[src/rtl/dp_exec_ctrl.sv]
// dp_exec_ctrl: four-state sequencer (IDLE/READ/EXEC/WB) for ARM data-processing
// instructions. One instruction is accepted per handshake in IDLE. Rn/Rm are read
// from the register file and operand 2 is formed (a rotated immediate, or a
// register shifted by an immediate amount). The instruction's condition is
// evaluated against the local NZCV register, the external alu is driven, and the
// result and flags are committed in WB.
//
// Ports:
//   clk, rst_n                  clock, synchronous active-low reset
//   instr_valid/instr/instr_ready   instruction handshake (accepted only in IDLE)
//   rf_raddr1/2, rf_rdata1/2    register-file read; data arrives one cycle after the address
//   alu_*                       combinational alu interface, driven only in EXEC
//   alu_result/alu_nzcv/alu_wb  alu response, registered at the end of EXEC
//   rf_we/rf_waddr/rf_wdata     register-file write in WB
//   nzcv                        architectural flags {N,Z,C,V}
//   done/executed               completion pulse in WB; executed = condition passed
//   err                         one-cycle pulse after an unsupported instruction is offered
module dp_exec_ctrl #(
    parameter int N = 32
) (
    input  logic         clk,
    input  logic         rst_n,
    input  logic         instr_valid,
    input  logic [31:0]  instr,
    output logic         instr_ready,
    output logic [3:0]   rf_raddr1,
    output logic [3:0]   rf_raddr2,
    input  logic [N-1:0] rf_rdata1,
    input  logic [N-1:0] rf_rdata2,
    output logic [3:0]   alu_opcode,
    output logic [N-1:0] alu_op1,
    output logic [N-1:0] alu_op2,
    output logic [3:0]   alu_nzcv_old,
    output logic         alu_c_shift,
    input  logic [N-1:0] alu_result,
    input  logic [3:0]   alu_nzcv,
    input  logic         alu_wb,
    output logic         rf_we,
    output logic [3:0]   rf_waddr,
    output logic [N-1:0] rf_wdata,
    output logic [3:0]   nzcv,
    output logic         done,
    output logic         executed,
    output logic         err
);

    typedef struct packed {
        logic [3:0]  cond;
        logic [1:0]  cls;
        logic        imm;
        logic [3:0]  opcode;
        logic        s;
        logic [3:0]  rn;
        logic [3:0]  rd;
        logic [11:0] op2f;
    } dp_instr_t;

    localparam logic [1:0] S_IDLE = 2'd0;
    localparam logic [1:0] S_READ = 2'd1;
    localparam logic [1:0] S_EXEC = 2'd2;
    localparam logic [1:0] S_WB   = 2'd3;

    logic [1:0]   state;
    dp_instr_t    iq;
    dp_instr_t    dec;
    logic [N-1:0] res_q;
    logic [3:0]   flags_q;
    logic         exec_q, we_q, fl_q, err_q;

    // Condition check on {N,Z,C,V}.
    function automatic logic cond_pass(input logic [3:0] cc, input logic [3:0] f);
        logic n, z, c, v;
        {n, z, c, v} = f;
        case (cc)
            4'h0: cond_pass = z;
            4'h1: cond_pass = ~z;
            4'h2: cond_pass = c;
            4'h3: cond_pass = ~c;
            4'h4: cond_pass = n;
            4'h5: cond_pass = ~n;
            4'h6: cond_pass = v;
            4'h7: cond_pass = ~v;
            4'h8: cond_pass = c & ~z;
            4'h9: cond_pass = ~c | z;
            4'hA: cond_pass = (n == v);
            4'hB: cond_pass = (n != v);
            4'hC: cond_pass = ~z & (n == v);
            4'hD: cond_pass = z | (n != v);
            4'hE: cond_pass = 1'b1;
            default: cond_pass = 1'b0;
        endcase
    endfunction

    // Decode of the offered word.
    logic dec_test, dec_unsup;
    assign dec       = dp_instr_t'(instr);
    assign dec_test  = (dec.opcode[3:2] == 2'b10);   // TST/TEQ/CMP/CMN never write Rd
    assign dec_unsup = (dec.cls != 2'b00)
                     | (~dec.imm & instr[4])
                     | ((dec.rd == 4'd15) & ~dec_test);

    // Operand-2 shifter.
    logic [4:0]   amt, rot;
    logic [N-1:0] imm32, rm, op2;
    logic         c_in, c_sh;

    assign amt   = iq.op2f[11:7];
    assign rot   = {iq.op2f[11:8], 1'b0};
    assign imm32 = {24'b0, iq.op2f[7:0]};
    assign rm    = rf_rdata2;
    assign c_in  = nzcv[1];

    always_comb begin
        op2  = '0;
        c_sh = 1'b0;
        if (iq.imm) begin
            // 5'd0 - rot is 32 - rot modulo 32; for rot=0 both halves equal imm32.
            op2  = (imm32 >> rot) | (imm32 << (5'd0 - rot));
            c_sh = (rot == 5'd0) ? c_in : op2[31];
        end else begin
            case (iq.op2f[6:5])
                2'b00: begin
                    if (amt == 5'd0) begin
                        op2  = rm;
                        c_sh = c_in;
                    end else begin
                        op2  = rm << amt;
                        c_sh = rm[5'd0 - amt];
                    end
                end
                2'b01: begin                      // amount 0 encodes LSR #32
                    if (amt == 5'd0) begin
                        op2  = '0;
                        c_sh = rm[31];
                    end else begin
                        op2  = rm >> amt;
                        c_sh = rm[amt - 5'd1];
                    end
                end
                2'b10: begin                      // amount 0 encodes ASR #32
                    if (amt == 5'd0) begin
                        op2  = {N{rm[31]}};
                        c_sh = rm[31];
                    end else begin
                        op2  = N'($signed(rm) >>> amt);
                        c_sh = rm[amt - 5'd1];
                    end
                end
                default: begin                    // amount 0 encodes RRX
                    if (amt == 5'd0) begin
                        op2  = {c_in, rm[31:1]};
                        c_sh = rm[0];
                    end else begin
                        op2  = (rm >> amt) | (rm << (5'd0 - amt));
                        c_sh = rm[amt - 5'd1];
                    end
                end
            endcase
        end
    end

    // EXEC-cycle qualifiers.
    logic ex_cond, ex_test, ex_noop;
    assign ex_cond = cond_pass(iq.cond, nzcv);
    assign ex_test = (iq.opcode[3:2] == 2'b10);
    assign ex_noop = ex_test & ~iq.s;             // compare ops without S: passed no-op

    always_ff @(posedge clk) begin
        if (!rst_n) begin
            state   <= S_IDLE;
            iq      <= '0;
            res_q   <= '0;
            flags_q <= '0;
            exec_q  <= 1'b0;
            we_q    <= 1'b0;
            fl_q    <= 1'b0;
            err_q   <= 1'b0;
            nzcv    <= '0;
        end else begin
            err_q <= 1'b0;
            case (state)
                S_IDLE: begin
                    if (instr_valid) begin
                        if (dec_unsup) begin
                            err_q <= 1'b1;
                        end else begin
                            iq    <= dec;
                            state <= S_READ;
                        end
                    end
                end
                S_READ: state <= S_EXEC;
                S_EXEC: begin
                    res_q   <= alu_result;
                    flags_q <= alu_nzcv;
                    exec_q  <= ex_cond | ex_noop;
                    we_q    <= ex_cond & alu_wb & ~ex_test;
                    fl_q    <= ex_cond & iq.s;
                    state   <= S_WB;
                end
                default: begin
                    if (fl_q) nzcv <= flags_q;
                    state <= S_IDLE;
                end
            endcase
        end
    end

    logic in_exec;
    assign in_exec      = (state == S_EXEC);
    assign instr_ready  = (state == S_IDLE);
    assign rf_raddr1    = (state == S_READ || in_exec) ? iq.rn : 4'd0;
    assign rf_raddr2    = (state == S_READ || in_exec) ? iq.op2f[3:0] : 4'd0;
    assign alu_opcode   = in_exec ? iq.opcode : 4'd0;
    assign alu_op1      = in_exec ? rf_rdata1 : '0;
    assign alu_op2      = in_exec ? op2 : '0;
    assign alu_nzcv_old = in_exec ? nzcv : 4'd0;
    assign alu_c_shift  = in_exec & c_sh;
    assign done         = (state == S_WB);
    assign executed     = done & exec_q;
    assign rf_we        = done & we_q;
    assign rf_waddr     = rf_we ? iq.rd : 4'd0;
    assign rf_wdata     = rf_we ? res_q : '0;
    assign err          = err_q;

    // Class bits are always zero once latched; bit 4 only matters at decode.
    logic unused_bits;
    assign unused_bits = ^{iq.cls, iq.op2f[4]};

endmodule

[config.mk]
export PLATFORM = sky130hd
export DESIGN_NAME = dp_exec_ctrl
export DESIGN_NICKNAME = d
export VERILOG_FILES = /design/src/rtl/dp_exec_ctrl.sv
export SDC_FILE = /design/constraint.sdc
export NUM_CORES = 1
export LEC_CHECK = 0
export ABC_AREA = 0
export CAP_MARGIN = 0
export CORE_MARGIN = 2
export CORE_UTILIZATION = 35
export CTS_BUF_LIST = sky130_fd_sc_hd__clkbuf_8
export DETAILED_ROUTE_END_ITERATION = 6
export PLACE_DENSITY = 0.56
export SLEW_MARGIN = 20
export SYNTH_ARGS = -nofsm -noshare
export SYNTH_HDL_FRONTEND = slang
export SYNTH_SLANG_ARGS = --single-unit
export TNS_END_PERCENT = 20
[constraint.sdc]
create_clock -name clk -period 7.7 [get_ports clk]
set_input_delay 1.925 -clock clk [delete_from_list [all_inputs] [get_ports clk]]
set_output_delay 1.925 -clock clk [all_outputs]
set_load 0.05 [all_outputs]
# Word level (Yosys, flattened, before mapping)
# Index checks and enable logic that the tools add are counted.
[classes]
muxes = 29
n_reduce_logical = 13
addsub = 3
bitwise_logic = 28
eq_ne = 26
n_lt_le_gt_ge = 2
shift = 6
[ops]
columns = ["op", "n"]
rows = [
  ["32-bit 2-to-1 mux", 8],
  ["32-bit one-hot mux with 3 select lines", 1],
  ["32-bit OR", 2],
  ["32-bit by 5-bit << shifter with 32-bit output", 2],
  ["4-bit equality test (second input constant)", 8],
  ["8-bit by 5-bit << shifter with 32-bit output", 1],
  ["32-bit by 5-bit >> shifter with 32-bit output", 1],
  ["8-bit by 5-bit >> shifter with 32-bit output", 1],
  ["32-bit by 5-bit >>> shifter with 32-bit output", 1],
  ["4-bit 2-to-1 mux", 5],
  ["4-bit by 3-bit equality test with 1-bit output (second input constant)", 4],
  ["1-bit one-hot mux with 15 select lines", 1],
  ["5-bit by 6-bit less-than comparator with 1-bit output (second input constant)", 2],
  ["1-bit AND", 11],
  ["1-bit binary-select mux with 5-bit select", 2],
  ["2-bit equality test (second input constant)", 5],
  ["5-bit logical NOT", 2],
  ["1-bit NOT", 10],
  ["1-bit by 5-bit subtractor with 5-bit output (first input constant)", 2],
  ["4-bit by 2-bit equality test with 1-bit output (second input constant)", 2],
  ["1-bit 2-to-1 mux", 8],
  ["2-bit one-hot mux with 3 select lines", 1],
  ["3-bit AND reduction", 2],
  ["1-bit OR", 5],
  ["other kinds (15)", 20],
]
[totals]
in_bits = 136
output_inout_bits = 126
regBits = 76
wordCells = 122

# Logic depth before layout (Yosys ltp)
[logic_depth]
ltp_word = 7
depth_mapped = 18
ltp_nobuf = 11

# Least setup slack after synthesis
# Ideal clock, no wire load.
[synth_timing]
kind = "input-to-output"
start = "in rf_rdata2[26]"
end = "out alu_op2[13]"
path_stages = 8
n_path_buf = 1
setup_slack_ns = 0.971
arrival_ns = 4.804
t_required_ns = 5.775
path_cell_list = "clkbuf_1 > mux2i_1 > mux4_2 > nor2_1 > nor2_1 > a211oi_1 > a2111oi_0 > nor4_1"
[synth_via]
elab_chain_cells = 6
elab_cells_between_ends = 12
classes_between = "4 x shift; 7 x mux; 1 x bitwise"
[synth_rtl]
columns = ["element", "line_no", "source"]
rows = [
  ["start: declaration", "29", "input logic [N-1:0] rf_rdata2,"],
  ["32-bit by 5-bit >> shifter with 32-bit output / 32-bit by 5-bit << shifter with 32-bit output (equally long branches)", "136, 154", ""],
  ["32-bit OR", "154", "op2 = (rm >> amt) | (rm << (5'd0 - amt));"],
  ["32-bit 2-to-1 mux", "150", "if (amt == 5'd0) begin"],
  ["32-bit one-hot mux with 3 select lines (*)", "121", "case (iq.op2f[6:5])"],
  ["32-bit 2-to-1 mux (*)", "116", "if (iq.imm) begin"],
  ["32-bit 2-to-1 mux (*)", "216", "assign alu_op2 = in_exec ? op2 : '0;"],
  ["end: declaration", "32", "output logic [N-1:0] alu_op2,"],
]
# Every way passes the cells marked *; elsewhere a longest branch is shown, timed or not.

# Final worst setup path
[layout_timing]
start = "in rf_rdata2[31]"
end = "out alu_op2[9]"
# The elaborated chain is that of the path after synthesis.

==> run_results.csv <==
group,metric,value,unit
global_routing,grt_max_degree,83,
synthesis,ys.flop_type,"dfxtp_1",
synthesis,syn-num-nets,1914,
timing,slew_headroom,11.0,%
synthesis,synth_cell_types,80,
cts,ctsLongestPathBuffers,2,
cts,h-tree-depth,3,
floorplanning,die_x,198,um
global_routing,grt_pass1_wl,123000,um
cts,path_clk_slew,0.08,ns
detailed_routing,routed_wl,87800,um
timing,finalClockSkew,0.0118,ns
timing,finalCriticalPeriod,7.56,ns
setup_path,rr_startpoint,"state[0]$_SDFFE_PN0P_",
cts,clock-sinks,76,
floorplanning,rows,71,
setup_path,criticalPathCategory,"in2out",
cts,root_buffer,"clkbuf_8",
timing,final-setup-viol-count,0,
setup_path,crit_top_cell,"mux2i_1",
setup_path,slowest_delay,1.07,ns
detailed_routing,drc,0,
detailed_routing,final_antenna_net_count,0,
timing,rsz0062_at_grt,"false",
setup_path,start_kind,"input pin",
synthesis,yosys-top-cells-area,"mux4_2 (12%), mux2i_1 (12%), dfxtp_1 (12%)",
synthesis,synthArstFlopShare,0,%
worst_hold_path,min_to,"iq[13]$_SDFFE_PN0P_",
global_routing,grt_pass1_vias,16200,
setup_path,r2r_slack,5.47,ns
pwr,p_leak,5.99,nW
setup_path,crit_slowest_cell,"clkdlybuf4s50_1",
timing,report.final.hold_viol_count,0,
floorplanning,die_area,39300,um2
floorplanning,die_h,198,um
setup_path,crit_arrival,5.63,ns
final_layout,drive_gt1_share,17.3,%
final_layout,area_delta_synth_final,27.9,%
setup_path,cpLargestDelayFamily,"compound AO/OA/AOI/OAI gates",
synthesis,synth-edff-count,0,
setup_path,cp-end-kind,"primary output",
placed_design,io_buffers,261,
cts,postCtsSetupBuffers,0,
synthesis,syn_inst,1765,
placed_design,placed_area,16700,um2
setup_path,timing.rr.end,"res_q[17]$_SDFFE_PN0N_",
global_routing,grt.total_usage,44.2,%
cts,cts_tree,"yes",
pwr,vdd_ir_drop_max,0.000102,V
cts,cts_resized,0,
floorplanning,core_area,37400,um2
global_routing,antenna_found_initial,5,
detailed_routing,vias_per_cell,6.85,
setup_path,crit_buf_inv,3,
cts,clkLatencyLatePin,0.37,ns
run,cap_violations,0,
worst_hold_path,min_path_type,"reg2reg",
timing,setup_ws,0.142,ns
cts,cts_hold_buf,0,
synthesis,yosysWarnings,0,
global_routing,grt_overflow,0,
synthesis,ys_ff_latch,76,
placed_design,place.gp.congestion,1.10,
setup_path,cp.required,5.78,ns
setup_path,crit_path_cell_trace,"clkdlybuf4s50_1, mux2i_1, mux2i_1, buf_4, mux2i_1, o21bai_1, o221ai_1, a32oi_1, buf_12",
synthesis,yosysMostFrequentCell,"nand2_1",
cts,cts-buffers-inserted,9,
placed_design,hpwlAfterDp,66500,um
timing,period_share,98.2,%
timing,fmaxAchievable,132,MHz
timing,finalMaxSlewViolations,0,
pwr,powerDensity,98.9,nW/um2
timing,holdWs,0.463,ns
timing,setup-tns-final,0,ns
setup_path,ff2ff_path_depth,5,
placed_design,dp_worst_setup_slack,0.512,ns
final_layout,nets,2114,
timing,worst_pin_slew,1.32,ns
synthesis,synth.largest_area_cell,"mux4_2",
synthesis,synthesis.area,13200,um2
detailed_routing,num_vias,17000,
worst_hold_path,hold-path-cell-count,2,
detailed_routing,wl_per_cell,35.3,um
synthesis,synth-seq-area-share,11.5,%
floorplanning,ios,262,
setup_path,crit_fanout,13,
final_layout,design_area,16900,um2
detailed_routing,drt_iter0_drc,2564,
synthesis,synth_top_area_share,11.8,%
floorplanning,start_util,35.3,%
status,outcome,"finished clean",
worst_hold_path,hp-start,"iq[13]$_SDFFE_PN0P_",
detailed_routing,drt_first_pass_iters,6,
synthesis,yosys-top-cells-count,"nand2_1 (227), mux2i_1 (153), nor2_1 (130)",
synthesis,syn_avg_cell_area,7.49,um2
state kept, by name, indices dropped and copies added, names as in the netlist:
name and cells:
nzcv 4, state 2, imm32 7, res_q 32
exec_q 1, flags_q 4, fl_q 1, iq 18
we_q 1, amt 5, err 1
worst min-delay path: stages, from the launching register on:
cell and delay [ns]:
dfxtp_1 0.31, nand2_1 0.04, a21boi_0 0.06
per-stage QoR:
stage,std cells,total power [mW],util (%)
after floorplan,1765,0.904,-
after global placement,2465,1.33,44.7
after detailed placement,2465,1.32,44.7
after CTS,2481,1.62,45.2
after global routing,2482,1.71,45.2
final,2484,1.67,45.2
per-layer routing:
layer	wire, um	track usage (%)
met4	8330	34.3
met1	32200	54.2
met5	27	0
met2	35700	63.4
met3	11500	14.7
report_power, final:
part,internal (mW),switching (mW),total (mW)
clock,0.122,0.175,0.297
sequential,0.399,0.0116,0.411
combinational,0.339,0.624,0.963
kinds of logic after synthesis:
group                      Yosys count  share of synthesized area (%)
and+or+nand+nor                    658                           24.0
xor gates and xnor gates             9                          0.710
DFF                                 76                           11.5
adders and majority gates           13                           1.23
AOI/OAI and AO/OA                  506                           26.2
buffers and inverters              217                           7.51
muxes                              286                           28.8
final cells by class:
class / instances / area (um2)
Inverter: 20 / 75.1
Sequential cell: 76 / 1540
Tap cell: 511 / 639
Clock buffer: 9 / 124
Antenna cell: 3 / 7.51
Multi-Input combinational cell: 1472 / 10700
Fill cell: 3846 / 20500
Timing Repair Buffer: 386 / 3720
Clock inverter: 7 / 57.6
how the worst max path moves through the flow:
stage                  start           to  cells after the start
6_report       rf_rdata2[31]   alu_op2[9]                      9
5_1_grt        rf_rdata2[31]   alu_op2[9]                      9
4_1_cts         rf_rdata2[0]  alu_op2[15]                     10
3_5_place_dp   rf_rdata2[23]  alu_op2[18]                     10
3_3_place_gp   rf_rdata2[23]  alu_op2[18]                     10
2_1_floorplan  rf_rdata2[26]  alu_op2[13]                      8
placed cells by master (no fill, tap or decap), types with 22 or more instances in the layout:
cell / instances
a21oi_1: 96
nand2b_1: 24
nand2_1: 227
mux2_2: 60
a21boi_0: 38
and3_1: 52
dfxtp_1: 71
o21ai_0: 97
clkdlybuf4s50_1: 228
nor3_1: 32
o22ai_1: 22
nand3_1: 31
nor2b_1: 53
mux2i_1: 153
and2_1: 57
o221ai_1: 27
o211ai_1: 31
nor2_1: 128
buf_4: 137
a211oi_1: 39
mux4_2: 69
Note: power is estimated with default switching activity, not from simulation.
